`src/rtl/fc_layer_ctrl.sv`:
```
// fc_layer_ctrl: per-layer sequencer for one fully-connected layer.
// Fires the CIM tile array, waits for it, then launches the func drain.
//
// Ports:
//   clk, rst       : clock, synchronous active-high reset
//   i_start        : input vector available from previous stage
//   o_ready        : idle, can accept i_start
//   o_cim_start    : one-cycle pulse to all CIM tiles
//   i_cim_ready    : per-tile ready (1 = idle/done)
//   i_func_ready   : func unit idle
//   o_func_start   : start request to func unit (held in S_FUNC_REQ)
//   i_func_done    : func unit completion pulse
//   o_busy         : sequencing a pass (not idle, not error)
//   o_error        : sticky timeout flag
//   i_clear_error  : leave the error state
//   o_count        : completed passes, wrapping
module fc_layer_ctrl #(
    parameter int NUM_TILES = 4,
    parameter int TIMEOUT   = 1023,
    parameter int COUNT_W   = 16
) (
    input  logic                 clk,
    input  logic                 rst,
    input  logic                 i_start,
    output logic                 o_ready,
    output logic                 o_cim_start,
    input  logic [NUM_TILES-1:0] i_cim_ready,
    input  logic                 i_func_ready,
    output logic                 o_func_start,
    input  logic                 i_func_done,
    output logic                 o_busy,
    output logic                 o_error,
    input  logic                 i_clear_error,
    output logic [COUNT_W-1:0]   o_count
);

    // Timer never exceeds TIMEOUT-1, so clog2(TIMEOUT) bits suffice.
    localparam int TW = (TIMEOUT > 1) ? $clog2(TIMEOUT) : 1;
    localparam logic [TW-1:0] T_LAST = TW'(TIMEOUT - 1);

    typedef enum logic [2:0] {
        S_IDLE,
        S_ISSUE,
        S_WAIT_ACK,
        S_WAIT_CIM,
        S_FUNC_REQ,
        S_FUNC_WAIT,
        S_ERROR
    } state_t;

    state_t        state;
    state_t        state_nx;
    logic [TW-1:0] timer;
    logic          all_rdy;
    logic          timing;
    logic          exit_ok;
    logic          done_pass;

    assign all_rdy = &i_cim_ready;

    always_comb begin
        state_nx     = state;
        timing       = 1'b0;
        exit_ok      = 1'b0;
        done_pass    = 1'b0;
        o_ready      = 1'b0;
        o_cim_start  = 1'b0;
        o_func_start = 1'b0;
        o_busy       = 1'b1;
        o_error      = 1'b0;

        unique case (state)
            S_IDLE: begin
                o_ready = 1'b1;
                o_busy  = 1'b0;
                if (i_start && all_rdy) begin
                    state_nx = S_ISSUE;
                end
            end
            S_ISSUE: begin
                o_cim_start = 1'b1;
                state_nx    = S_WAIT_ACK;
            end
            S_WAIT_ACK: begin
                // Tiles acknowledge by dropping ready.
                timing  = 1'b1;
                exit_ok = !all_rdy;
                if (exit_ok) begin
                    state_nx = S_WAIT_CIM;
                end
            end
            S_WAIT_CIM: begin
                timing  = 1'b1;
                exit_ok = all_rdy && i_func_ready;
                if (exit_ok) begin
                    state_nx = S_FUNC_REQ;
                end
            end
            S_FUNC_REQ: begin
                // Done beats the accept: a one-cycle func busy
                // window must not strand us in S_FUNC_WAIT.
                o_func_start = 1'b1;
                timing       = 1'b1;
                exit_ok      = i_func_done || !i_func_ready;
                if (i_func_done) begin
                    state_nx  = S_IDLE;
                    done_pass = 1'b1;
                end else if (!i_func_ready) begin
                    state_nx = S_FUNC_WAIT;
                end
            end
            S_FUNC_WAIT: begin
                timing  = 1'b1;
                exit_ok = i_func_done;
                if (i_func_done) begin
                    state_nx  = S_IDLE;
                    done_pass = 1'b1;
                end
            end
            S_ERROR: begin
                o_busy  = 1'b0;
                o_error = 1'b1;
                if (i_clear_error) begin
                    state_nx = S_IDLE;
                end
            end
            default: begin
                state_nx = S_IDLE;
            end
        endcase

        // An exit seen in the final allowed cycle still wins.
        if (timing && !exit_ok && timer == T_LAST) begin
            state_nx  = S_ERROR;
            done_pass = 1'b0;
        end
    end

    always_ff @(posedge clk) begin
        if (rst) begin
            state   <= S_IDLE;
            timer   <= '0;
            o_count <= '0;
        end else begin
            state <= state_nx;
            if (state_nx != state) begin
                timer <= '0;
            end else if (timing) begin
                timer <= timer + TW'(1);
            end
            if (done_pass) begin
                o_count <= o_count + COUNT_W'(1);
            end
        end
    end

endmodule

```
`config.mk`:
```
export PLATFORM = sky130hd
export DESIGN_NAME = fc_layer_ctrl
export DESIGN_NICKNAME = d
export VERILOG_FILES = /design/src/rtl/fc_layer_ctrl.sv
export SDC_FILE = /design/constraint.sdc
export NUM_CORES = 1
export LEC_CHECK = 0
export CORE_MARGIN = 2
export CORE_UTILIZATION = 40
export CTS_BUF_LIST = sky130_fd_sc_hd__clkbuf_8
export DETAILED_ROUTE_END_ITERATION = 6
export DONT_BUFFER_PORTS = 1
export SYNTH_ARGS = -nofsm -noshare
export SYNTH_HDL_FRONTEND = slang
export SYNTH_SLANG_ARGS = --single-unit
```
`constraint.sdc`:
```
create_clock -name clk -period 4.93 [get_ports clk]
set_clock_uncertainty 0.05 [all_clocks]
set_input_delay 0.2465 -clock clk [delete_from_list [all_inputs] [get_ports clk]]
set_output_delay 0.2465 -clock clk [all_outputs]
set_load 0.02 [all_outputs]
```
### Word level (Yosys, flattened, before mapping)

Index checks and enable logic that the tools add are counted.
Widths: inputs -> output; s select.

* add/subtract/negate cells: 2
* equality and inequality tests: 8
* muxes and demuxes: 19
* reductions and logical operators: 14

Operators by type and width (count)
* $mux 3: 8
* $pmux 3 s7: 1
* $add 16x1->16 const B: 1
* $add 10x1->10 const B: 1
* $eq 10x10->1 const B: 1
* $eq 3x3->1 const B: 3
* $mux 1: 9
* $eq 3x2->1 const B: 2
* $reduce_or 2->1: 3
* $logic_and 1x1->1: 4
* $pmux 1 s4: 1
* $reduce_and 4->1: 1
* $reduce_or 4->1: 1
* $eq 3x1->1 const B: 1
* $logic_not 1->1: 3
* $logic_not 3->1: 1
* $ne 3x3->1: 1
* $logic_or 1x1->1: 1

* register bits: 29
* input bits: 10
* logic and storage cells: 46

### Logic depth before layout (Yosys ltp)

* depth in word-level cells: 9
* depth in mapped cells: 7
* mapped depth without buffers: 6

### Worst setup path after synthesis

Ideal clock, no wire load.

* path type: flip-flop to flip-flop
* start: register state[2]
* end: register timer[1]
* setup time: 0.131 ns
* arrival: 1.644 ns
* path slack: 3.105 ns
* stages on the path, launching flop included: 7
* path buffers: 1
* period minus slack after synthesis: 1.825 ns
* cell sequence: dfxtp_1 > buf_2 > nor3_1 > nand3_1 > and3_1 > nand3_4 > a211oi_2

* longest elaborated chain between the ends: 8
* elaborated cells on any way between the ends: 24
* classes of those cells: eq/ne (7); mux (11); reduce/logical (6)

Ends and longest elaborated chain
* start, declared: line 51 `state_t state;`
* start signal, assigned: line 145 `state <= state_nx;`
* $eq 3x3->1 / $eq 3x2->1 (equally long branches): line 72 `unique case (state)`
* $pmux 1 s4 / $reduce_or 4->1 (equally long branches)
* $logic_not 1->1 / $mux 1 (equally long branches): line 133, 72
* $logic_and 1x1->1 (2 in a row): line 133 `if (timing && !exit_ok && timer == T_LAST) begin`
* $mux 3: line 133
* $ne 3x3->1: line 146 `if (state_nx != state) begin`
* $reduce_or 2->1 (no line)
* end signal, assigned: line 149 `timer <= timer + TW'(1);`
* end, declared: line 53 `logic [TW-1:0] timer;`

Parallel ways exist; a longest one is shown, timed or not.
A chain may end at the register's enable or synchronous reset.

### Worst setup path after layout

* start: register state[2]
* end: register o_count[15]

* longest elaborated chain between the ends: 6
* elaborated cells on any way between the ends: 13
* classes of those cells: eq/ne (4); mux (4); reduce/logical (5)

Ends and longest elaborated chain
* $eq 3x3->1 / $eq 3x2->1 (equally long branches): line 72
* $pmux 1 s4 / $reduce_or 4->1 (equally long branches)
* $logic_not 1->1 / $mux 1 (equally long branches): line 133, 72
* $logic_and 1x1->1 (2 in a row): line 133
* $mux 1 (*): line 133
* end signal, assigned: line 152 `o_count <= o_count + COUNT_W'(1);`
* end, declared: line 34 `output logic [COUNT_W-1:0] o_count`

Every way passes the cells marked *; elsewhere a longest branch is shown, timed or not.

==> metrics.txt <==
outcome=complete, no violations; placed instance count=218; total global-route track usage=0.151; Die Y-Extent=65.7 µm; Pins Over Slew Limit=0; syn_nets=190; Cell Pwr Density=approximately 270 nW/µm²; Synth async-reset ratio=0; first-pass GRT wire length=5000 µm; final wirelength=3000 µm; Total Die Area=4310 µm²; Worst EP arrival=2.22 ns; number of library cell types mapped by synthesis=37; crit path capture type=flip-flop; drt wl/cell=13.3 µm; Finished Cell Area=1640 µm²; sequential cell area=581 µm²; cell area after synthesis=1520 µm²; Post-synth EDFFs=0; Diodes inserted=0; Starting DRT DRC Count=99; fmax=466 MHz; register area share after synthesis=0.382; via count=1,253; RSZ-0062 raised after global routing=false; post-detail-place hpwl=2160 µm; multi-input combinational cell area=roughly 880 µm²; Initial Utilization=0.415; Finished Core Util=0.448; CTS H-tree depth=2; total gr overflow=0; post-layout min period=2.15 ns; layout cells sized above 1=0.0955; top cells by area, synth=dfxtp_1 38%, nor2_1 5.9%, xor2_1 5.2%; total core area=3660 µm²; Max rail drop VDD=0.187 mV; CTS tree=yes; initial antenna violation count=0; TritonCTS Buffers=5; hold path startpoint=i_func_done; worst setup path endpoint=o_count[15]; Synth Register Bits=29; startpoint type of the worst setup path=flip-flop; port bufs=0; Max-cap violations=0; Skew-Pair Late Insertion Delay=~0.27 ns; Fill cells=369; Warnings, synthesis=0; Synth Instances=approximately 180; Site Rows=22; highest-count cells in the layout ignoring fill and taps=29 x dfxtp_1, 24 x nor2_1, 13 x nand2_1, 12 x a21oi_1; Crit Path Max Fanout=12; final hold violations=0; Final Wtd Congestion=~0.9; number of global-route vias before repair=1,159; setup_tns=0 ns; fin cells=226; post_cts resized=0; post-synth top area cell=dfxtp_1; largest net degree at the start of global routing=20; Chip Width=65.7 µm; placed inst area=1540 µm²; DRT Pass-1 Iters=6; CTS Buffer Depth=2; DR DRC count=0; leakage power=0.000551 µW; Hold Crit Class=in -> reg; commonest non-fill, non-tap cell in the layout=dfxtp_1; via/cell ratio=around 5.5; Sink Count=29; actual slew at the worst max-slew pin=0.777 ns; FF-to-FF path depth=5; clock root buffer=clkbuf_8; CP Launch Point=state[2]; Critical Path RT=approximately 5 ns; Worst slew margin=0.478; Yosys top cell area share=0.382; Avg Cell Area, Syn=8.59 µm²; WS Path Type=reg -> reg; DRT antenna net count=0; Overall Power=about 450 µW; reg-to-reg startpoint=state[2]; RR Endpoint=o_count[15]; io pins=31; Final nets=191; Tcrit/Tclk final=0.435; Top FF cell, synth=dfxtp_1; CTS clk-pin slew, worst paths=0.06 ns; R2R setup slack=about 2.8 ns; endpoints failing setup=0; Area Growth Syn to Fin=7.82%
## where the power goes
group	switching [µW]	internal [µW]
Combinational	13.4	7.04
Clock	83.2	108
Sequential	2.76	236
Total	99.3	351
## Yosys cell counts, types with 2 or more instances
library cell,count
buf_4,2
and3_1,3
nand4_4,3
buf_2,3
or3_1,7
inv_1,7
xnor2_1,8
nor2b_1,3
dfxtp_1,29
a21oi_1,12
ha_1,3
buf_1,2
nand4_1,5
nand2b_1,2
a211oi_2,2
nor3_1,7
and4_1,3
o21ai_0,6
nor2_1,24
nand2_1,13
nand3_1,9
xor2_1,9
## logic make-up (layout without fill, tap and decap cells)
kind of cell	after synthesis	in the layout	share of synthesized area
flip-flops	29	29	0.382
buffers and inverters	14	15	0.0420
AND/OR/NAND/NOR	86	86	0.331
adder cells (fa/ha/maj)	3	3	0.0247
XOR/XNOR	18	18	0.109
AO/OA/AOI/OAI	27	27	0.112
## final cells by class
type                       instances  share of cell area
sequential                        29               0.354
clock buffer                       6              0.0504
multi-input combinational        134               0.534
timing repair buffer               1             0.00611
clock inverter                     1             0.00229
tap                               48              0.0366
inverter                           7              0.0160
## critical path, cell delays in order (launching register included)
cell and delay, ns:
dfxtp_1 0.59, nor2b_1 0.55, nand3_2 0.30, nor4_1 0.29, xnor2_1 0.16, nor2_1 0.05
## registers in the layout, summed over array words and instances, names as in the netlist
name and cells:
timer 10, o_count 16, state 3
## worst min path at each step
stage / depth (start not counted) / slack (ns) / endpoint
final: 2 / 0.1 / o_count[1]
after detailed placement: 1 / 0.27 / state[1]
after global placement: 1 / 0.27 / state[1]
after global routing: 2 / 0.11 / o_count[1]
after CTS: 2 / 0.08 / o_count[1]
after floorplan: 2 / 0.42 / timer[9]
## what timing repair did
item	4_1_cts	5_1_grt
hold buffers	1	0
hold endpoints to repair	19	0
buffers inserted	0	0
## stage by stage
step	worst slack, ns	hold slack [ns]
floorplan	3.11	0.422
global placement	2.94	0.265
detailed placement	2.84	0.269
CTS	2.79	0.0829
global route	2.54	0.106
finish	2.78	0.0957
## per-layer routing
metal  part of all wire  GRT usage
met4             0.0023     0.0599
met3              0.046     0.0634
met5                  0          0
met2               0.49      0.253
met1               0.46      0.168
(Power assumes the default switching activity.)
